--- config.mk ---
export PLATFORM = sky130hd
export DESIGN_NAME = sdp_bram_bytewrite_clr
export DESIGN_NICKNAME = d
export VERILOG_FILES = /design/src/rtl/bram_pkg.sv /design/src/rtl/sdp_bram_core.sv /design/src/rtl/sdp_bram_bytewrite_clr.sv
export SDC_FILE = /design/constraint.sdc
export NUM_CORES = 2
export LEC_CHECK = 0
export CAP_MARGIN = 0
export CORE_MARGIN = 2
export CORE_UTILIZATION = 55
export CTS_CLUSTER_DIAMETER = 200
export DETAILED_ROUTE_END_ITERATION = 10
export PLACE_DENSITY = 0.82
export SYNTH_ARGS = -nofsm -noshare
export SYNTH_HDL_FRONTEND = slang
export SYNTH_SLANG_ARGS = --single-unit
--- constraint.sdc ---
create_clock -name clka -period 2.45 [get_ports clka]
set_input_delay 0.245 -clock clka [delete_from_list [all_inputs] [get_ports clka]]
set_output_delay 0.245 -clock clka [all_outputs]
set_load 0.01 [all_outputs]
--- src/rtl/bram_pkg.sv ---
// Shared constants, helpers and state encoding for the byte-write SDP block RAM family.
package bram_pkg;

    localparam string PERF_HIGH        = "HIGH_PERFORMANCE";
    localparam string PERF_LOW         = "LOW_LATENCY";
    localparam string COLL_READ_FIRST  = "READ_FIRST";
    localparam string COLL_WRITE_FIRST = "WRITE_FIRST";

    typedef enum logic {
        CLEAR = 1'b0,
        READY = 1'b1
    } bram_state_e;

    // Address width never collapses to zero, so a 2-entry RAM still gets one bit.
    function automatic int clog2(input int n);
        int w;
        w = 1;
        while ((1 << w) < n) w++;
        return w;
    endfunction

endpackage

--- src/rtl/sdp_bram_core.sv ---
// Byte-enabled simple dual-port array with a registered read port and collision forwarding.
module sdp_bram_core
    import bram_pkg::*;
#(
    parameter int    RAM_WIDTH      = 32,
    parameter int    BYTE_WIDTH     = 8,
    parameter int    RAM_DEPTH      = 64,
    parameter string COLLISION_MODE = "READ_FIRST",
    localparam int   NUM_BYTES      = RAM_WIDTH / BYTE_WIDTH,
    localparam int   ADDR_W         = clog2(RAM_DEPTH)
) (
    input  logic                 clka,
    input  logic                 rstn,
    input  logic [NUM_BYTES-1:0] we,
    input  logic [ADDR_W-1:0]    waddr,
    input  logic [RAM_WIDTH-1:0] wdata,
    input  logic                 re,
    input  logic [ADDR_W-1:0]    raddr,
    output logic [RAM_WIDTH-1:0] rdata
);

    localparam logic [ADDR_W:0] DEPTH_L = (ADDR_W + 1)'(RAM_DEPTH);
    localparam bit              FWD_EN  = (COLLISION_MODE == COLL_WRITE_FIRST);

    logic [RAM_WIDTH-1:0] mem [RAM_DEPTH];
    logic                 wr_ok;
    logic                 rd_ok;
    logic                 collide;
    logic [RAM_WIDTH-1:0] rd_word;

    assign wr_ok   = {1'b0, waddr} < DEPTH_L;
    assign rd_ok   = {1'b0, raddr} < DEPTH_L;
    assign collide = FWD_EN && wr_ok && (waddr == raddr);

    always_comb begin
        rd_word = '0;
        if (rd_ok) begin
            rd_word = mem[raddr];
        end
        for (int i = 0; i < NUM_BYTES; i++) begin
            if (collide && we[i]) begin
                rd_word[i*BYTE_WIDTH +: BYTE_WIDTH] = wdata[i*BYTE_WIDTH +: BYTE_WIDTH];
            end
        end
    end

    // The array has no reset; known contents come from the clear sweep in the top level.
    always_ff @(posedge clka) begin
        if (wr_ok) begin
            for (int i = 0; i < NUM_BYTES; i++) begin
                if (we[i]) begin
                    mem[waddr][i*BYTE_WIDTH +: BYTE_WIDTH] <= wdata[i*BYTE_WIDTH +: BYTE_WIDTH];
                end
            end
        end
    end

    always_ff @(posedge clka or negedge rstn) begin
        if (!rstn) begin
            rdata <= '0;
        end else if (re) begin
            rdata <= rd_word;
        end
    end

endmodule

--- src/rtl/sdp_bram_bytewrite_clr.sv ---
// Byte-write SDP RAM with post-reset clear sweep and a read-valid output pipeline.
//   state | meaning
//   CLEAR | sweeping zeros through the array, ports ignored, busy high
//   READY | normal read/write operation
module sdp_bram_bytewrite_clr
    import bram_pkg::*;
#(
    parameter int    RAM_WIDTH       = 32,
    parameter int    BYTE_WIDTH      = 8,
    parameter int    RAM_DEPTH       = 64,
    parameter string RAM_PERFORMANCE = "HIGH_PERFORMANCE",
    parameter string COLLISION_MODE  = "READ_FIRST",
    parameter int    CLEAR_ON_RESET  = 1,
    localparam int   NUM_BYTES       = RAM_WIDTH / BYTE_WIDTH,
    localparam int   ADDR_W          = clog2(RAM_DEPTH)
) (
    input  logic                 clka,
    input  logic                 rstn,
    input  logic [ADDR_W-1:0]    addra,
    input  logic [RAM_WIDTH-1:0] dina,
    input  logic [NUM_BYTES-1:0] wea,
    input  logic [ADDR_W-1:0]    addrb,
    input  logic                 enb,
    output logic [RAM_WIDTH-1:0] doutb,
    output logic                 validb,
    output logic                 busy
);

    localparam logic [ADDR_W-1:0] CLR_LAST = ADDR_W'(RAM_DEPTH - 1);

    bram_state_e          state;
    bram_state_e          state_nxt;
    logic [ADDR_W-1:0]    clr_addr;
    logic [ADDR_W-1:0]    clr_addr_nxt;
    logic [NUM_BYTES-1:0] core_we;
    logic [ADDR_W-1:0]    core_waddr;
    logic [RAM_WIDTH-1:0] core_wdata;
    logic                 core_re;
    logic [RAM_WIDTH-1:0] stage1;

    always_ff @(posedge clka or negedge rstn) begin
        if (!rstn) begin
            state    <= (CLEAR_ON_RESET != 0) ? CLEAR : READY;
            clr_addr <= '0;
        end else begin
            state    <= state_nxt;
            clr_addr <= clr_addr_nxt;
        end
    end

    always_comb begin
        state_nxt    = state;
        clr_addr_nxt = clr_addr;
        case (state)
            CLEAR: begin
                clr_addr_nxt = clr_addr + ADDR_W'(1);
                if (clr_addr == CLR_LAST) begin
                    state_nxt    = READY;
                    clr_addr_nxt = '0;
                end
            end
            READY: begin
                state_nxt = READY;
            end
        endcase
    end

    assign busy = (state == CLEAR);

    // While clearing, the sweep owns the write port and reads are suppressed.
    assign core_we    = busy ? '1 : wea;
    assign core_waddr = busy ? clr_addr : addra;
    assign core_wdata = busy ? '0 : dina;
    assign core_re    = enb && !busy;

    sdp_bram_core #(
        .RAM_WIDTH     (RAM_WIDTH),
        .BYTE_WIDTH    (BYTE_WIDTH),
        .RAM_DEPTH     (RAM_DEPTH),
        .COLLISION_MODE(COLLISION_MODE)
    ) u_core (
        .clka (clka),
        .rstn (rstn),
        .we   (core_we),
        .waddr(core_waddr),
        .wdata(core_wdata),
        .re   (core_re),
        .raddr(addrb),
        .rdata(stage1)
    );

    if (RAM_PERFORMANCE == PERF_LOW) begin : g_low_latency
        always_ff @(posedge clka or negedge rstn) begin
            if (!rstn) begin
                validb <= 1'b0;
            end else begin
                validb <= core_re;
            end
        end
        assign doutb = stage1;
    end else begin : g_high_perf
        logic                 valid_s1;
        logic [RAM_WIDTH-1:0] dout_q;

        // stage1 only moves on a read, so loading every cycle still holds between beats.
        always_ff @(posedge clka or negedge rstn) begin
            if (!rstn) begin
                valid_s1 <= 1'b0;
                validb   <= 1'b0;
                dout_q   <= '0;
            end else begin
                valid_s1 <= core_re;
                validb   <= valid_s1;
                dout_q   <= stage1;
            end
        end
        assign doutb = dout_q;
    end

endmodule

# Word level (Yosys, flattened, before mapping)
# Memory sizes are Yosys's and may differ from the RTL's. A register that Yosys moved wholly into a read port is not among the register bits.
# Index checks and enable logic that the tools add are counted.
# classes
bitwise	1
addsub	1
n_eq_ne	1
mux	14
n_reduce_logical	2
# ops
operator	count
2-to-1 mux 32 bit	1
2-to-1 mux 6 bit	2
2-to-1 mux 1 bit	9
adder 6 x 1 -> 6 bit (second input constant)	1
equality test 6 bit (second input constant)	1
2-to-1 mux 4 bit	1
one-hot mux 1 bit (2 select lines)	1
logical AND 1 bit	1
zero test 1 bit	1
inverter 1 bit	1
# totals
out_inout_bits	34
mem_count	1
elab_cells	25
reg_bits	41
ram_bits	2048
# mem_list
memory	words	width	rd	rd_clocked_by_memory_dff	wr	line	text
u_core.mem	64	32	1	1	1	sdp_bram_core.sv:25	logic [RAM_WIDTH-1:0] mem [RAM_DEPTH];

# Longest topological paths before layout
# depth
word_depth	3
ltp_mapped	10

# Modules after synthesis
# From an unflattened synthesis, not the netlist that was laid out.
# unflattened
cells_unflattened	4252
hier_area_um2	82447.8
# modules_own_cells
module	n_inst	cells_per_inst	area_per_inst_um2	seq_area_each_um2
sdp_bram_core	1	4140	80962.6	62299.8
sdp_bram_bytewrite_clr	1	112	1485.2	1026.0

# Worst setup path after synthesis
# Ideal clock, no wire load.
# synth_path
path_kind	flip-flop to flip-flop
startpoint	register state
endpoint	memory u_core.mem[14][0] (enable)
slack_ns	0.054
required_ns	2.080
setup_ns	0.370
arrival_ns	2.025
path_stages_with_launch	8
n_path_buf	2
path_cell_list	dfrtp_1 > clkbuf_1 > buf_2 > mux2i_1 > nand2_1 > nor2_1 > nand2_1 > nor2_1
# synth_between
elab_chain_len	3
elab_cells_between_ends	4
# synth_lines
item	line	text
from (decl)	sdp_bram_bytewrite_clr.sv:31	bram_state_e state;
from (signal assigned)	sdp_bram_bytewrite_clr.sv:43	state <= (CLEAR_ON_RESET != 0) ? CLEAR : READY;
from (signal assigned)	sdp_bram_bytewrite_clr.sv:46	state <= state_nxt;
2-to-1 mux 4 bit	sdp_bram_bytewrite_clr.sv:71	assign core_we = busy ? '1 : wea;
2-to-1 mux 1 bit	sdp_bram_core.sv:51	if (we[i]) begin
2-to-1 mux 1 bit (not written as such)	sdp_bram_core.sv:52	mem[waddr][i*BYTE_WIDTH +: BYTE_WIDTH] <= wdata[i*BYTE_WIDTH +: BYTE_WIDTH];
to (decl)	sdp_bram_core.sv:25	
# Several ways; a longest one is shown, not always the timed one.

# Worst setup path after layout
# layout_path
startpoint	register state
endpoint	memory u_core.mem[3][13] (enable)
# The elaborated chain is that of the path after synthesis.

==> reports/results.txt <==
Post-Syn Area: 81500 um2
EDFF count, synth: 2048
Sequential share of power: 55.3%
Die Footprint: 151000 um2
Largest area contributor in the netlist: edfxtp_1
Power Total: 0.0708 W
Vias in the first global route: 46100
CTS root buffer: clkbuf_16
Fin area: 96600 um2
Logic pwr share: 2.6%
WL per Instance: 32.3 um
Maximum vdd ir drop: 0.000590 V
Detail Route Antenna Nets: 0
# Max-Cap Violations: 0
Initial Utilization: 55.2%
Synthesis-to-finish area growth: 18.6%
Worst-path clk slew: 0.06 ns
Clock Power Share: 42.1%
Final Wtd Congestion: 0.899
Worst Path Required: 2.99 ns
RSZ-0062 raised after global routing: yes
DP Area: 89800 um2
Min-delay src: dina[25]
Num CTS Buffers: 198
Crit start category: register
Violated checks: setup timing
DRC: 0
Routed Wire Length: 218000 um
Die Wd: 389 um
CTS tree: done
DRT iter0 DRCs: 7235
Fmax achieved: 389 MHz
Met3 usage: 7.55%
Depth of the CTS H-tree: 4
RR Startpoint: state$_DFF_PN0_
Clock Skews: 0.0271 ns
Fin. max-slew vios: 0
Worst Tran Pin Value: 1.25 ns
Worst Slack Setup Final: -0.120 ns
CTS sink count: 2121
Critical setup path kind: register to register
Hold WS: 0.342 ns
Power per Cell Area: 733 nW/um2
CP Data Arrival Time: 3.11 ns
Synth area leaders: edfxtp_1, mux4_2, mux2i_1
Asr flop ratio synth: 3.44%
Synth unique cells: 37
Nets: 4718
Clk Latency, worst-skew pair: 0.83 ns
Max Root-Sink Buffers: 3
Met2 Usage GRT: 46.4%
Pin count of the biggest net entering global routing: 65
Fin crit period: 2.57 ns
Most used DFF post-synth: edfxtp_1
Slew HR: 16.5%
Final Hold Fails: 0
Commonest non-fill, non-tap cell in the layout: edfxtp_1
Cells after synthesis: 3988
Die Ht: 389 um
Sw Ratio: 20.3%
Initial antenna violation count: 9
Outcome: finished, violations left
Hold Path Depth: 2
R2R depth: 9
Final setup vio count: 305
Flop2flop setup slack: -0.12 ns
Remaining Overflow, GRT: 0
HPWL after DPL: 130000 um
Synth top area share: 75.5%
Internal power: 0.0564 W
Syn_area_per_cell: 20.4 um2
Flops & latches, synth: 2121
Number of synthesis warnings: 0
Worst setup EP type: register
Ports: 85
Leakage power: 27.3 nW
Port Buffers: 84
GRT busiest layer: met2
Hold EP: u_core.mem[5][25]$_DFFE_PP_
Global-route wire length before repair: 313000 um
Net Count, Synth: 4040
Layout cells sized above 1: 30.2%
Reg2reg end: u_core.mem[3][13]$_DFFE_PP_
TritonRoute pass-1 iters: 7
Via Count: 45700
Area of the core: 147000 um2
Post-synthesis sequential area ratio: 77.7%
Routed vias/inst: 6.75
Num rows: 141
Max Fanout on Critical Path: 6
Leading cell types in the layout, fill and taps excluded: edfxtp_1, buf_4, mux4_2, mux2i_1, nor2_1
GRT Total Usage: 28.7%
Met1 usage: 37.1%
Hold WC Path Type: input port to register
Final clock period utilization by the worst path: 105%
Switching power: 0.0144 W
==> flip-flops by register name, indices dropped and copies added, names as in the netlist <==
signal	count
clr_addr	6
u_core.rdata	32
u_core.mem	2048
doutb	32
validb	1
g_high_perf.valid_s1	1
state	1
==> worst max-delay path, cell delays in order (launching register included) <==
cell	delay, ns
dfrtp_2	0.46
mux2i_2	0.41
nand2_1	0.24
nor2_2	0.20
buf_6	0.18
nand2_1	0.07
buf_4	0.19
buf_4	0.17
nor2_1	0.19
buf_4	0.18
==> power groups by stage <==
| stage | Sequential (W) | Clock (W) | Combinational [W] |
|---|---|---|---|
| after global placement | 0.0399 | 0 | 0.00177 |
| after floorplan | 0.0399 | 0 | 0.00106 |
| after global routing | 0.0391 | 0.0312 | 0.00193 |
| after CTS | 0.0391 | 0.0299 | 0.00184 |
| after detailed placement | 0.0399 | 0 | 0.00180 |
| final | 0.0391 | 0.0298 | 0.00187 |
==> per-layer routing <==
| layer | vias to the layer above | routed length [um] |
|---|---|---|
| met5 | - | 92 |
| met4 | 14 | 10900 |
| met3 | 751 | 27600 |
| met2 | 3839 | 106000 |
| met1 | 23300 | 73600 |
| li1 | 17800 | - |
==> what timing repair did <==
item                                   4_1_cts  5_1_grt
setup buffers                                3        0
pin swaps                                    1        5
gates resized for setup                     87       74
endpoints found under the hold margin       73        0
hold buffers                                 3        0
setup endpoints to repair                 1383     1237
==> how the worst max path moves through the flow <==
stage | from | end | slack, ns | cells past startpoint
2_1_floorplan | state$_DFF_PN0_ | u_core.mem[14][0]$_DFFE_PP_ | 0.05 | 7
3_3_place_gp | addra[0] | u_core.mem[60][20]$_DFFE_PP_ | -0.36 | 6
3_5_place_dp | addra[0] | u_core.mem[60][19]$_DFFE_PP_ | -0.52 | 6
4_1_cts | state$_DFF_PN0_ | u_core.mem[19][21]$_DFFE_PP_ | -0.06 | 9
5_1_grt | state$_DFF_PN0_ | u_core.mem[2][24]$_DFFE_PP_ | -0.17 | 9
6_report | state$_DFF_PN0_ | u_core.mem[3][13]$_DFFE_PP_ | -0.12 | 9
==> stage by stage <==
| stage | setup WS, ns | util [%] | cells | TNS (ns) |
|---|---|---|---|---|
| detailed placement | -0.525 | 60.9 | 6390 | -150.47 |
| global route | -0.165 | 65.5 | 6765 | -27.28 |
| CTS | -0.0620 | 65.3 | 6765 | -2.13 |
| finish | -0.120 | 65.5 | 6766 | -16.31 |
| global placement | -0.360 | 60.9 | 6390 | -47.81 |
| floorplan | 0.0545 | - | 3988 | 0 |
==> cell type report <==
class	instances	area [um2]
fill	8746	50900
clock inverter	112	865
antenna	1	2.50
sequential	2121	63300
inverter	2	7.51
clock buffer	257	5360
timing repair buffer	711	7110
multi-input combinational	1632	17500
tap	1930	2410
==> Yosys cell counts, drive strengths merged, types with 2 or more instances <==
library cell,instances
o22ai,64
a21oi,32
xnor2,3
and2,34
nor2b,34
nor2,279
nand2,98
a211oi,62
or3b,2
dfrtp,73
mux4,384
nand4,34
buf,139
edfxtp,2048
mux2i,293
clkbuf,94
a22oi,160
mux2,8
or3,32
a221o,32
nand3,66
inv,2
nand2b,4
and3,2
==> cells by family (layout without fill, tap and decap cells) <==
logic type      after synthesis  after routing  synth area share, %
flops                      2121           2121                 77.7
mux                         685            685                 14.3
simple gates                590            590                 3.29
compound gates              352            352                 3.14
buf+inv                     235           1082                 1.44
xor+xnor                      4              4               0.0430
fa+ha+maj                     1              1               0.0154
other cells                   0              1                    0
Power figures use the tool's default switching activity.
